==> config.mk <==
export PLATFORM = sky130hd
export DESIGN_NAME = sw_stream_unpacker
export DESIGN_NICKNAME = d
export VERILOG_FILES = /design/src/rtl/sw_stream_unpacker.sv
export SDC_FILE = /design/constraint.sdc
export NUM_CORES = 1
export LEC_CHECK = 0
export ABC_AREA = 1
export CAP_MARGIN = 20
export CORE_ASPECT_RATIO = 1.4
export CORE_UTILIZATION = 40
export CTS_BUF_LIST = sky130_fd_sc_hd__clkbuf_8
export CTS_CLUSTER_SIZE = 16
export DETAILED_ROUTE_END_ITERATION = 8
export HOLD_SLACK_MARGIN = 0.02
export SLEW_MARGIN = 10
export SYNTH_ARGS = -nofsm -noshare
export SYNTH_HDL_FRONTEND = slang
export SYNTH_SLANG_ARGS = --single-unit
==> constraint.sdc <==
create_clock -name clk -period 5 [get_ports clk]
set_clock_uncertainty 0.1 [all_clocks]
set_input_delay 1 -clock clk [delete_from_list [all_inputs] [get_ports clk]]
set_output_delay 1 -clock clk [all_outputs]
set_load 0.01 [all_outputs]
==> src/rtl/sw_stream_unpacker.sv <==
// Parses header + packed payload records from a 128-bit FWFT stream and emits one character per cycle.
// Optional statistics counters (stat_seqs, stat_chars, stat_clr) are enabled by defining SW_UNPACK_STATS_EN.
module sw_stream_unpacker #(
    parameter int          CHAR_BITS = 2,
    parameter logic [7:0]  MAGIC     = 8'h5A
) (
    input  logic                 clk,
    input  logic                 rst,
    input  logic                 s_rdy,
    input  logic [127:0]         s_data,
    output logic                 s_en,
    output logic                 out_valid,
    output logic [CHAR_BITS-1:0] out_char,
    output logic                 out_last,
    output logic [15:0]          out_seq_id,
    input  logic                 out_ready,
    output logic                 hdr_err,
    output logic                 busy
`ifdef SW_UNPACK_STATS_EN
    ,
    input  logic                 stat_clr,
    output logic [31:0]          stat_seqs,
    output logic [31:0]          stat_chars
`endif
);

    localparam int CPW   = 128 / CHAR_BITS;
    localparam int IDX_W = $clog2(CPW);
    localparam logic [IDX_W-1:0] LAST_IDX = IDX_W'(CPW - 1);

    typedef enum logic [1:0] {IDLE, EMIT, FETCH} state_t;

    state_t             state_reg;
    logic [127:0]       shift_reg;
    logic [IDX_W-1:0]   idx_reg;
    logic [31:0]        remaining_reg;
    logic [15:0]        seq_id_reg;
    logic               hdr_err_reg;
    logic               valid_reg;
    logic               last_reg;

    logic               hs;
    logic               word_done;
    logic               is_final;
    logic               magic_ok;
    logic [31:0]        hdr_len;

    assign hs        = valid_reg && out_ready;
    assign word_done = (idx_reg == LAST_IDX);
    assign is_final  = (remaining_reg == 32'd1);
    assign magic_ok  = (s_data[127:120] == MAGIC);
    assign hdr_len   = s_data[31:0];

    // In EMIT the next word is popped only by the handshake that exhausts the current one.
    always_comb begin
        s_en = 1'b0;
        case (state_reg)
            IDLE:    s_en = s_rdy;
            FETCH:   s_en = s_rdy;
            EMIT:    s_en = hs && !is_final && word_done && s_rdy;
            default: s_en = 1'b0;
        endcase
    end

    always_ff @(posedge clk or negedge rst) begin
        if (!rst) begin
            state_reg     <= IDLE;
            shift_reg     <= '0;
            idx_reg       <= '0;
            remaining_reg <= '0;
            seq_id_reg    <= '0;
            hdr_err_reg   <= 1'b0;
            valid_reg     <= 1'b0;
            last_reg      <= 1'b0;
        end else begin
            hdr_err_reg <= 1'b0;
            case (state_reg)
                IDLE: begin
                    if (s_en) begin
                        if (!magic_ok) begin
                            hdr_err_reg <= 1'b1;
                        end else if (hdr_len != 32'd0) begin
                            seq_id_reg    <= s_data[47:32];
                            remaining_reg <= hdr_len;
                            state_reg     <= FETCH;
                        end
                    end
                end
                FETCH: begin
                    if (s_en) begin
                        shift_reg <= s_data;
                        idx_reg   <= '0;
                        valid_reg <= 1'b1;
                        last_reg  <= is_final;
                        state_reg <= EMIT;
                    end
                end
                EMIT: begin
                    if (hs) begin
                        remaining_reg <= remaining_reg - 32'd1;
                        if (is_final) begin
                            shift_reg <= shift_reg >> CHAR_BITS;
                            valid_reg <= 1'b0;
                            last_reg  <= 1'b0;
                            state_reg <= IDLE;
                        end else begin
                            last_reg <= (remaining_reg == 32'd2);
                            if (!word_done) begin
                                shift_reg <= shift_reg >> CHAR_BITS;
                                idx_reg   <= idx_reg + 1'b1;
                            end else if (s_rdy) begin
                                shift_reg <= s_data;
                                idx_reg   <= '0;
                            end else begin
                                valid_reg <= 1'b0;
                                state_reg <= FETCH;
                            end
                        end
                    end
                end
                default: begin
                    valid_reg <= 1'b0;
                    last_reg  <= 1'b0;
                    state_reg <= IDLE;
                end
            endcase
        end
    end

    assign out_valid  = valid_reg;
    assign out_char   = shift_reg[CHAR_BITS-1:0];
    assign out_last   = last_reg;
    assign out_seq_id = seq_id_reg;
    assign hdr_err    = hdr_err_reg;
    assign busy       = (state_reg != IDLE);

`ifdef SW_UNPACK_STATS_EN
    logic [31:0] stat_seqs_reg;
    logic [31:0] stat_chars_reg;

    // Clear wins over a same-cycle increment.
    always_ff @(posedge clk or negedge rst) begin
        if (!rst) begin
            stat_seqs_reg  <= '0;
            stat_chars_reg <= '0;
        end else if (stat_clr) begin
            stat_seqs_reg  <= '0;
            stat_chars_reg <= '0;
        end else if (hs) begin
            stat_chars_reg <= stat_chars_reg + 32'd1;
            if (is_final) begin
                stat_seqs_reg <= stat_seqs_reg + 32'd1;
            end
        end
    end

    assign stat_seqs  = stat_seqs_reg;
    assign stat_chars = stat_chars_reg;
`endif

endmodule

==> results.md, run 1 <==
- Initial Util: 0.406
- Ys flop type: dfrtp_1
- Largest net degree at the start of global routing: 205
- Multi-input logic area: 4600 um2
- Drt drc: 0
- Initial antenna violation count: 1
- RSZ-0062 raised after global routing: false
- Vias per std cell: 4.85
- Tot GR Track Use: 0.212
- Yosys cell types: 33
- CTS tree: yes
- Worst skew pair latency: 0.48 ns
- Global route overflow: 0
- Max-slew violations: 0
- Async S/R FF share, synth: 1.00
- Number of synthesized flops with an enable pin: 0
- Final Instance Area: 12700 um2
- Critical path peak fanout: 18
- Full die area: 27100 um2
- Final period utilization: 0.755
- Fill cells: 2649
- Cell area after synthesis: about 11000 um2
- Area delta synth->final: 20.3%
- Hold_buf cts: 0
- CP endpoint kind: output pin
- Post-DRT Antenna Nets: 0
- Cells after Synth: 1549
- Setup CP Type: reg -> out
- Startpoint class of the critical path: register
- FMAX: 265 MHz
- Utilization after layout: 0.488
- GP Congestion: 0.884
- Final net count: roughly 1.8k
- First-pass GRT wire length: 45900 um
- Buffer count from post-CTS setup fixing: 0
- Post-synthesis average cell area: 6.81 um2
- # setup viols final: 0
- Htree depth: 4
- Layout cell share with drive strength beyond 1: 0.0372
- Tot Pwr: around 7.5 mW
- Worst hold path class: in -> async
- CTS Root Cell: clkbuf_8
- TritonRoute pass-1 iters: 4
- Worst Path Arrival: 2.68 ns
- DR iter-0 viols: 583
- Num CTS Buffers: 17
- Setup_tns: 0 ns
- Maximum vdd ir drop: 0.394 mV
- Slew @ Worst Pin: 0.920 ns
- Count of state elements after synthesis: 187
- Clock sink count: roughly 190
- Seq/Total Area, Yosys: 0.443
- Maximum Capacitance Violations: 0
- Rel. slew slack: 0.386
- I/O Pins: 155
- Port bufs: ~150
- Tmin final: 3.78 ns
- CTS max path bufs: 2
- Pwr dens: 591 nW/um2
- Max reg flops: between 100 and 150
- R2R setup slack: roughly 1.9 ns
- Die width: roughly 140 um
- Final hold violations: 0
- DR vias: 9661
- Core region area: 26000 um2
- Reg-to-reg startpoint: state_reg[1]
- CP startpoint: state_reg[1]
- Row count: 70
- Yosys Warn Count: 0
- Die height: 194 um
- Vias in the first global route: about 9.4k
- # diodes: 0
- Syn Nets: 1690
- Detailed placer's ending HPWL: between 15000 and 20000 um
- Final wirelength: 27300 um
- Placed Area: 12200 um2
- Clock transition at path regs: 0.09 ns
- CP Data Required Time: between 3 and 4 ns
- Static Leak: 6.28 nW
- Per-cell routed wire length: 13.7 um
- Status: finished, final reports clean
- Sequential Area: roughly 4700 um2
- Post-CTS sizing: 0
## worst max-delay path, stage by stage (launching register included)
cell and delay [ns]:
dfrtp_1 0.44, inv_1 0.10, ha_1 0.64, nand3_1 0.15, nand2_1 0.11, nand2_1 0.10, inv_1 0.07, clkdlybuf4s50_1 0.58
## synthesized netlist by cell type (4+ instances only)
cell type | number | share of area
a21oi_1 | 10 | 0.0047
buf_2 | 33 | 0.016
buf_4 | 17 | 0.012
clkbuf_1 | 25 | 0.0089
dfrtp_1 | 187 | 0.44
ha_1 | 9 | 0.011
inv_1 | 223 | 0.079
inv_2 | 7 | 0.0025
nand2_1 | 537 | 0.19
nand2_2 | 5 | 0.0030
nand3_1 | 124 | 0.059
nand4_1 | 11 | 0.0065
nor2_1 | 156 | 0.055
o21ai_0 | 48 | 0.023
o21ai_1 | 126 | 0.060
xnor2_1 | 4 | 0.0033
xor2_1 | 6 | 0.0050
## routing by layer
layer  share of wire  routed length [um]  global-route usage
met5               0                   0                   0
met2            0.50               13700               0.370
met3           0.051                1400              0.0514
met1            0.43               11700               0.252
met4           0.020                 538              0.0704
## placed cells by master (no fill, tap or decap), drive strengths merged
master	Yosys	layout
bufinv	0	6
inv	231	234
nor3	3	3
or2	1	1
a22oi	2	2
clkinv	0	5
nand3	124	124
nand2	542	542
o21ai	175	175
xnor2	4	4
clkdlybuf4s50	0	153
a21boi	1	1
nand3b	1	1
nor2	158	158
ha	9	9
dfrtp	187	187
buf	52	10
clkinvlp	0	1
xor2	6	6
o211ai	2	2
a21oi	11	11
o21bai	2	2
nand4	11	11
o22ai	1	1
clkbuf	25	18
a31oi	1	1
## cell type report
cell class | instances | area share
inverter | 231 | 0.0685
clock inverter | 15 | 0.0193
sequential | 187 | 0.368
tap | 324 | 0.0319
timing repair buffer | 164 | 0.131
multi-input combinational | 1054 | 0.362
clock buffer | 17 | 0.0184
## final timing paths
check                           endpoint  depth (start not counted)
setup / recovery                    s_en                          7
hold / removal             shift_reg[28]                          1
setup reg to reg           shift_reg[14]                          9
hold reg to reg            out_seq_id[6]                          2
max in group asynchronous  shift_reg[67]                          2
min in group clk           out_seq_id[6]                          2
## stage by stage
stage,worst slack (ns),cells,hold slack (ns)
4_1_cts,1.15,1991,0.396
6_report,1.22,1992,0.391
3_5_place_dp,1.25,1959,0.374
2_1_floorplan,2.43,1549,0.350
5_1_grt,1.04,1992,0.415
3_3_place_gp,1.23,1959,0.369
## cells by family (layout without fill, tap and decap cells)
| family | after synthesis | count (layout) | share of synthesized area |
|---|---|---|---|
| AO/OA/AOI/OAI | 195 | 195 | 0.0965 |
| XOR/XNOR | 10 | 10 | 0.00830 |
| AND/OR/NAND/NOR | 840 | 840 | 0.320 |
| flip-flops | 187 | 187 | 0.443 |
| buffers and inverters | 308 | 427 | 0.121 |
| adder cells (fa/ha/maj) | 9 | 9 | 0.0107 |
## report_power, final
part / switching (mW) / internal (mW)
clock network: 0.576 / 0.647
logic: 2.45 / 1.24
registers: 0.386 / 2.21
total: 3.41 / 4.09
Note: power is estimated with default switching activity, not from simulation.
==> inputs of run 2 (changes only) <==
Clock period 5 ns to 3.7 ns, I/O delays scaled along.
==> results.md, run 2 (synthesis results as in run 1) <==
- Setup CP Type: reg -> out
- CTS max path bufs: 2 (unchanged)
- Worst skew pair latency: 0.48 ns (about the same)
- Post-DRT Antenna Nets: 0 (unchanged)
- Dpl ws: 0.497 ns (-0.752 ns)
- Buffer count from post-CTS setup fixing: 0 (unchanged)
- Per-cell routed wire length: 13.7 um (about the same)
- # setup viols final: 0 (unchanged)
- Full die area: 27100 um2 (unchanged)
- Final hold violations: 0 (unchanged)
- CP startpoint: idx_reg[1]
- Max reg flops: 128 (unchanged)
- Final net count: 1805 (+0.50%)
- CTS Root Cell: clkbuf_8
- Global route overflow: 0 (unchanged)
- Static Leak: 6.29 nW (+0.19%)
- Startpoint class of the critical path: register
- Final Instance Area: 12700 um2 (about the same)
- Utilization after layout: 0.488 (about the same)
- Port bufs: 154 (unchanged)
- Area delta synth->final: 20.3% (about the same)
- Slew @ Worst Pin: 0.932 ns (+0.0120 ns)
- Post-CTS sizing: 0 (unchanged)
- Detailed placer's ending HPWL: 18800 um (+3.7%)
- Core region area: 26000 um2 (unchanged)
- Hold_buf cts: 0 (unchanged)
- CP Data Required Time: 2.86 ns (-1.04 ns)
- Non-filler cells, final: 1999 (+0.35%)
- Setup_tns: 0 ns (unchanged)
- Row count: 70 (unchanged)
- Placed Area: 12300 um2 (+1.1%)
- Drt drc: 0 (unchanged)
- Cell count after placement: 1969 (+0.51%)
- R2R setup slack: 0.73 ns (-1.12 ns)
- Tmin final: approximately 3.4 ns
- Clock transition at path regs: 0.11 ns (+0.02 ns)
- Worst reg2reg path depth: 10 (+1)
- Maximum vdd ir drop: 0.444 mV (+13%)
- Clock sink count: 187 (unchanged)
- Critical path peak fanout: 4 (-14)
- Pwr dens: 781 nW/um2 (+32%)
- Reg-to-reg startpoint: state_reg[1]
- Vias in the first global route: 9455 (+0.47%)
- Crit path to: s_en
- Tot GR Track Use: 0.213 (+0.00179)
- Htree depth: 4 (unchanged)
- Initial Util: 0.406 (unchanged)
- I/O Pins: 155 (unchanged)
- Worst Hold Margin: 0.219 ns (-0.172 ns)
- DR vias: 9762 (+1.0%)
- Layout cell share with drive strength beyond 1: 0.0412 (+0.00402)
- Rel. slew slack: 0.378 (-0.00804)
- Num CTS Buffers: 17 (unchanged)
- Die width: 139 um (unchanged)
- Commonest non-fill, non-tap cells in the layout: nand2_1, inv_1, dfrtp_1
- Max-slew violations: 0 (unchanged)
- Status: finished, final reports clean
- RSZ-0062 raised after global routing: false
- TritonRoute pass-1 iters: 5 (+1)
- Commonest non-fill, non-tap cell in the layout: nand2_1
- GP Congestion: 0.886 (+0.28%)
- Worst Path Arrival: 2.56 ns (-0.12 ns)
- # diodes: 0 (unchanged)
- Vias per std cell: 4.88 (+0.69%)
- Fin worst setup slack: 0.303 ns (-0.921 ns)
- Fill cells: 2679 (+1.1%)
- Crit Reg-Reg Endpoint: shift_reg[61]
- Initial antenna violation count: 1 (unchanged)
- Largest net degree at the start of global routing: 91 (-56%)
- Final wirelength: 27400 um (+0.33%)
- Tot Pwr: 9.91 mW (+32%)
- DR iter-0 viols: 457 (-22%)
- Maximum Capacitance Violations: 0 (unchanged)
- FMAX: 294 MHz
- Worst hold path class: in -> async
- First-pass GRT wire length: 46300 um (+0.69%)
- Final period utilization: 0.918
- CTS tree: yes
- CP endpoint kind: output pin
- Die height: 194 um (unchanged)
run 2: area by class of cell:
cell class / instances / area [um2] / area share
timing repair buffer: 173 / 1790 / 0.141
clock inverter: 10 / 76.3 / 0.00601
inverter: 231 / 870 / 0.0685
clock buffer: 20 / 275 / 0.0217
multi-input combinational: 1054 / 4600 / 0.362
sequential: 187 / 4680 / 0.369
tap: 324 / 405 / 0.0319
run 2: worst min path at each step:
stage                                   end  slack [ns]  cells after the start
after floorplan                     hdr_err        0.34                      0
after CTS                 remaining_reg[29]        0.25                      1
final                     remaining_reg[21]        0.22                      1
after detailed placement       shift_reg[1]        0.37                      2
after global routing          shift_reg[24]        0.28                      1
after global placement        out_seq_id[7]        0.37                      2
run 2: power by group:
part	internal [mW]	switching, mW	leakage (nW)
Clock	0.568	0.737	0.191
Combinational	1.78	3.32	3.76
Sequential	2.99	0.521	2.34
Total	5.34	4.58	6.29
run 2: worst max-delay path: stages, from the launching register on:
cell             delay [ns]
dfrtp_1                0.36
ha_1                   0.19
nand3_1                0.15
nor3_4                 0.28
inv_1                  0.07
nor2_1                 0.09
nand3_1                0.08
nand2_1                0.10
nand2_1                0.10
inv_1                  0.07
clkdlybuf4s50_1        0.58
run 2: routing by layer:
metal,vias up,track usage,wire [um]
met1,4546,0.259,11700
met2,208,0.372,13800
met4,2,0.0786,688
met3,38,0.0422,1260
met5,-,0,13
li1,4968,-,-
==> inputs of run 3 (changes only) <==
Clock period 3.7 ns to 3.8 ns, I/O delays scaled along.
==> results.md, run 3 (synthesis results as in run 1) <==
- Layout cell share with drive strength beyond 1: 0.0400 (-0.00122)
- Num CTS Buffers: 17 (unchanged)
- Global route overflow: 0 (unchanged)
- Initial Util: 0.406 (unchanged)
- Commonest non-fill, non-tap cells in the layout: nand2_1, inv_1, dfrtp_1
- Buffer count from post-CTS setup fixing: 0 (unchanged)
- Dpl ws: 0.558 ns (+0.0611 ns)
- Final hold violations: 0 (unchanged)
- Slew @ Worst Pin: 0.877 ns (-0.0549 ns)
- Drt drc: 0 (unchanged)
- Tmin final: around 3.5 ns
- Initial antenna violation count: 1 (unchanged)
- CP Data Required Time: 2.94 ns (+0.08 ns)
- Worst Path Arrival: 2.63 ns (+0.07 ns)
- Area delta synth->final: 20.7%
- Worst hold path class: in -> async
- Tot Pwr: 9.81 mW (-1.0%)
- Max-slew violations: 0 (unchanged)
- Final wirelength: 27500 um (+0.12%)
- Fill cells: 2685 (+0.22%)
- Clock sink count: 187 (unchanged)
- Per-cell routed wire length: 13.7 um (about the same)
- Sequential Area: 4680 um2 (unchanged)
- Maximum vdd ir drop: 0.566 mV (+27%)
- Core region area: 26000 um2 (unchanged)
- Pwr dens: 769 nW/um2 (-1.4%)
- DR iter-0 viols: 515 (+13%)
- Detailed placer's ending HPWL: 19100 um (+1.8%)
- CTS Root Cell: clkbuf_8
- Max reg flops: 128 (unchanged)
- Final period utilization: 0.918
- Setup_tns: 0 ns (unchanged)
- CTS max path bufs: 2 (unchanged)
- Post-CTS sizing: 0 (unchanged)
- Crit-path cells: ha_1, nand3_1, nor3_4, buf_4, inv_1, nor2_1, nand3_1, nand2_1, nand2_1, inv_1, clkdlybuf4s50_1
- # setup viols final: 0 (unchanged)
- Row count: 70 (unchanged)
- Fin worst setup slack: 0.312 ns (+0.00924 ns)
- Maximum Capacitance Violations: 0 (unchanged)
- Clock transition at path regs: 0.11 ns (about the same)
- DR vias: 9653 (-1.1%)
- CTS tree: yes
- Port bufs: 154 (unchanged)
- Multi-input logic area: 4600 um2 (unchanged)
- Status: finished, final reports clean
- Post-DRT Antenna Nets: 0 (unchanged)
- CP endpoint kind: output pin
- TritonRoute pass-1 iters: 5 (unchanged)
- Utilization after layout: 0.490 (+0.00197)
- Rel. slew slack: 0.415 (+0.0366)
- Critical path peak fanout: 4 (unchanged)
- Die height: 194 um (unchanged)
- Slowest stage delay, CP: 0.54 ns (-0.04 ns)
- GP Congestion: 0.922 (+4.1%)
- Static Leak: 6.32 nW (+0.47%)
- RSZ-0062 raised after global routing: false
- Hold_buf cts: 0 (unchanged)
- I/O Pins: 155 (unchanged)
- Tot GR Track Use: 0.215 (+0.00167)
- Worst path slowest cell: clkdlybuf4s50_1
- Setup CP Type: reg -> out
- Final net count: 1805 (unchanged)
- Commonest non-fill, non-tap cell in the layout: nand2_1
- Htree depth: 4 (unchanged)
- FMAX: 287 MHz
- Full die area: 27100 um2 (unchanged)
- Largest net degree at the start of global routing: 79 (-13%)
- Vias per std cell: 4.83 (-1.2%)
- Startpoint class of the critical path: register
- Vias in the first global route: 9566 (+1.2%)
- First-pass GRT wire length: 46600 um (+0.81%)
- # diodes: 0 (unchanged)
- Die width: 139 um (unchanged)
- Worst skew pair latency: 0.49 ns (about the same)
[run 3: cell count changes in the layout (fill, tap and decap cells not counted)]
cell,delta
buf_12,-2
buf_4,+2
clkinv_2,-5
bufinv_16,+3
inv_1,+3
[run 3: final timing paths]
kind	from	endpoint	slack, ns	cells after the start
max in group asynchronous	rst	shift_reg[67]	2.58	2
setup / recovery	idx_reg[0]	s_en	0.31	11
min in group clk	out_seq_id[13]	out_seq_id[13]	0.39	2
hold / removal	rst	shift_reg[21]	0.11	1
setup reg to reg	state_reg[1]	shift_reg[88]	0.78	10
hold reg to reg	out_seq_id[13]	out_seq_id[13]	0.39	2
[run 3: per-stage QoR]
step           instances  cell area (um2)  hold slack (ns)
4_1_cts             2000            12700           0.0914
3_3_place_gp        1969            12300            0.369
3_5_place_dp        1969            12300            0.375
6_report            2000            12700            0.111
2_1_floorplan       1549            10600            0.350
5_1_grt             2000            12700            0.109
[run 3: cell type report]
type                       instances  area share
timing repair buffer             173       0.138
sequential                       187       0.367
multi-input combinational       1054       0.361
clock inverter                    11      0.0120
inverter                         231      0.0682
clock buffer                      20      0.0216
tap                              324      0.0318
[run 3: critical path, delay by kind of cell (launching register included)]
family | cells | cell delay, ns
and+or+nand+nor | 6 | 0.74
adders and majority gates | 1 | 0.21
DFF | 1 | 0.37
buffers and inverters | 4 | 0.83
[run 3: where the power goes]
group	switching (mW)	internal (mW)	total, mW	leakage, nW
clock network	0.716	0.755	1.47	0.230
logic	3.22	1.70	4.93	3.75
registers	0.502	2.91	3.41	2.34
total	4.44	5.37	9.81	6.32
[run 3: routing by layer]
| layer | routed length, um | global-route usage | up-vias |
|---|---|---|---|
| met5 | 0 | 0 | - |
| met1 | 11900 | 0.256 | 4501 |
| li1 | - | - | 4956 |
| met3 | 1190 | 0.0482 | 30 |
| met2 | 13700 | 0.377 | 166 |
| met4 | 652 | 0.0786 | 0 |
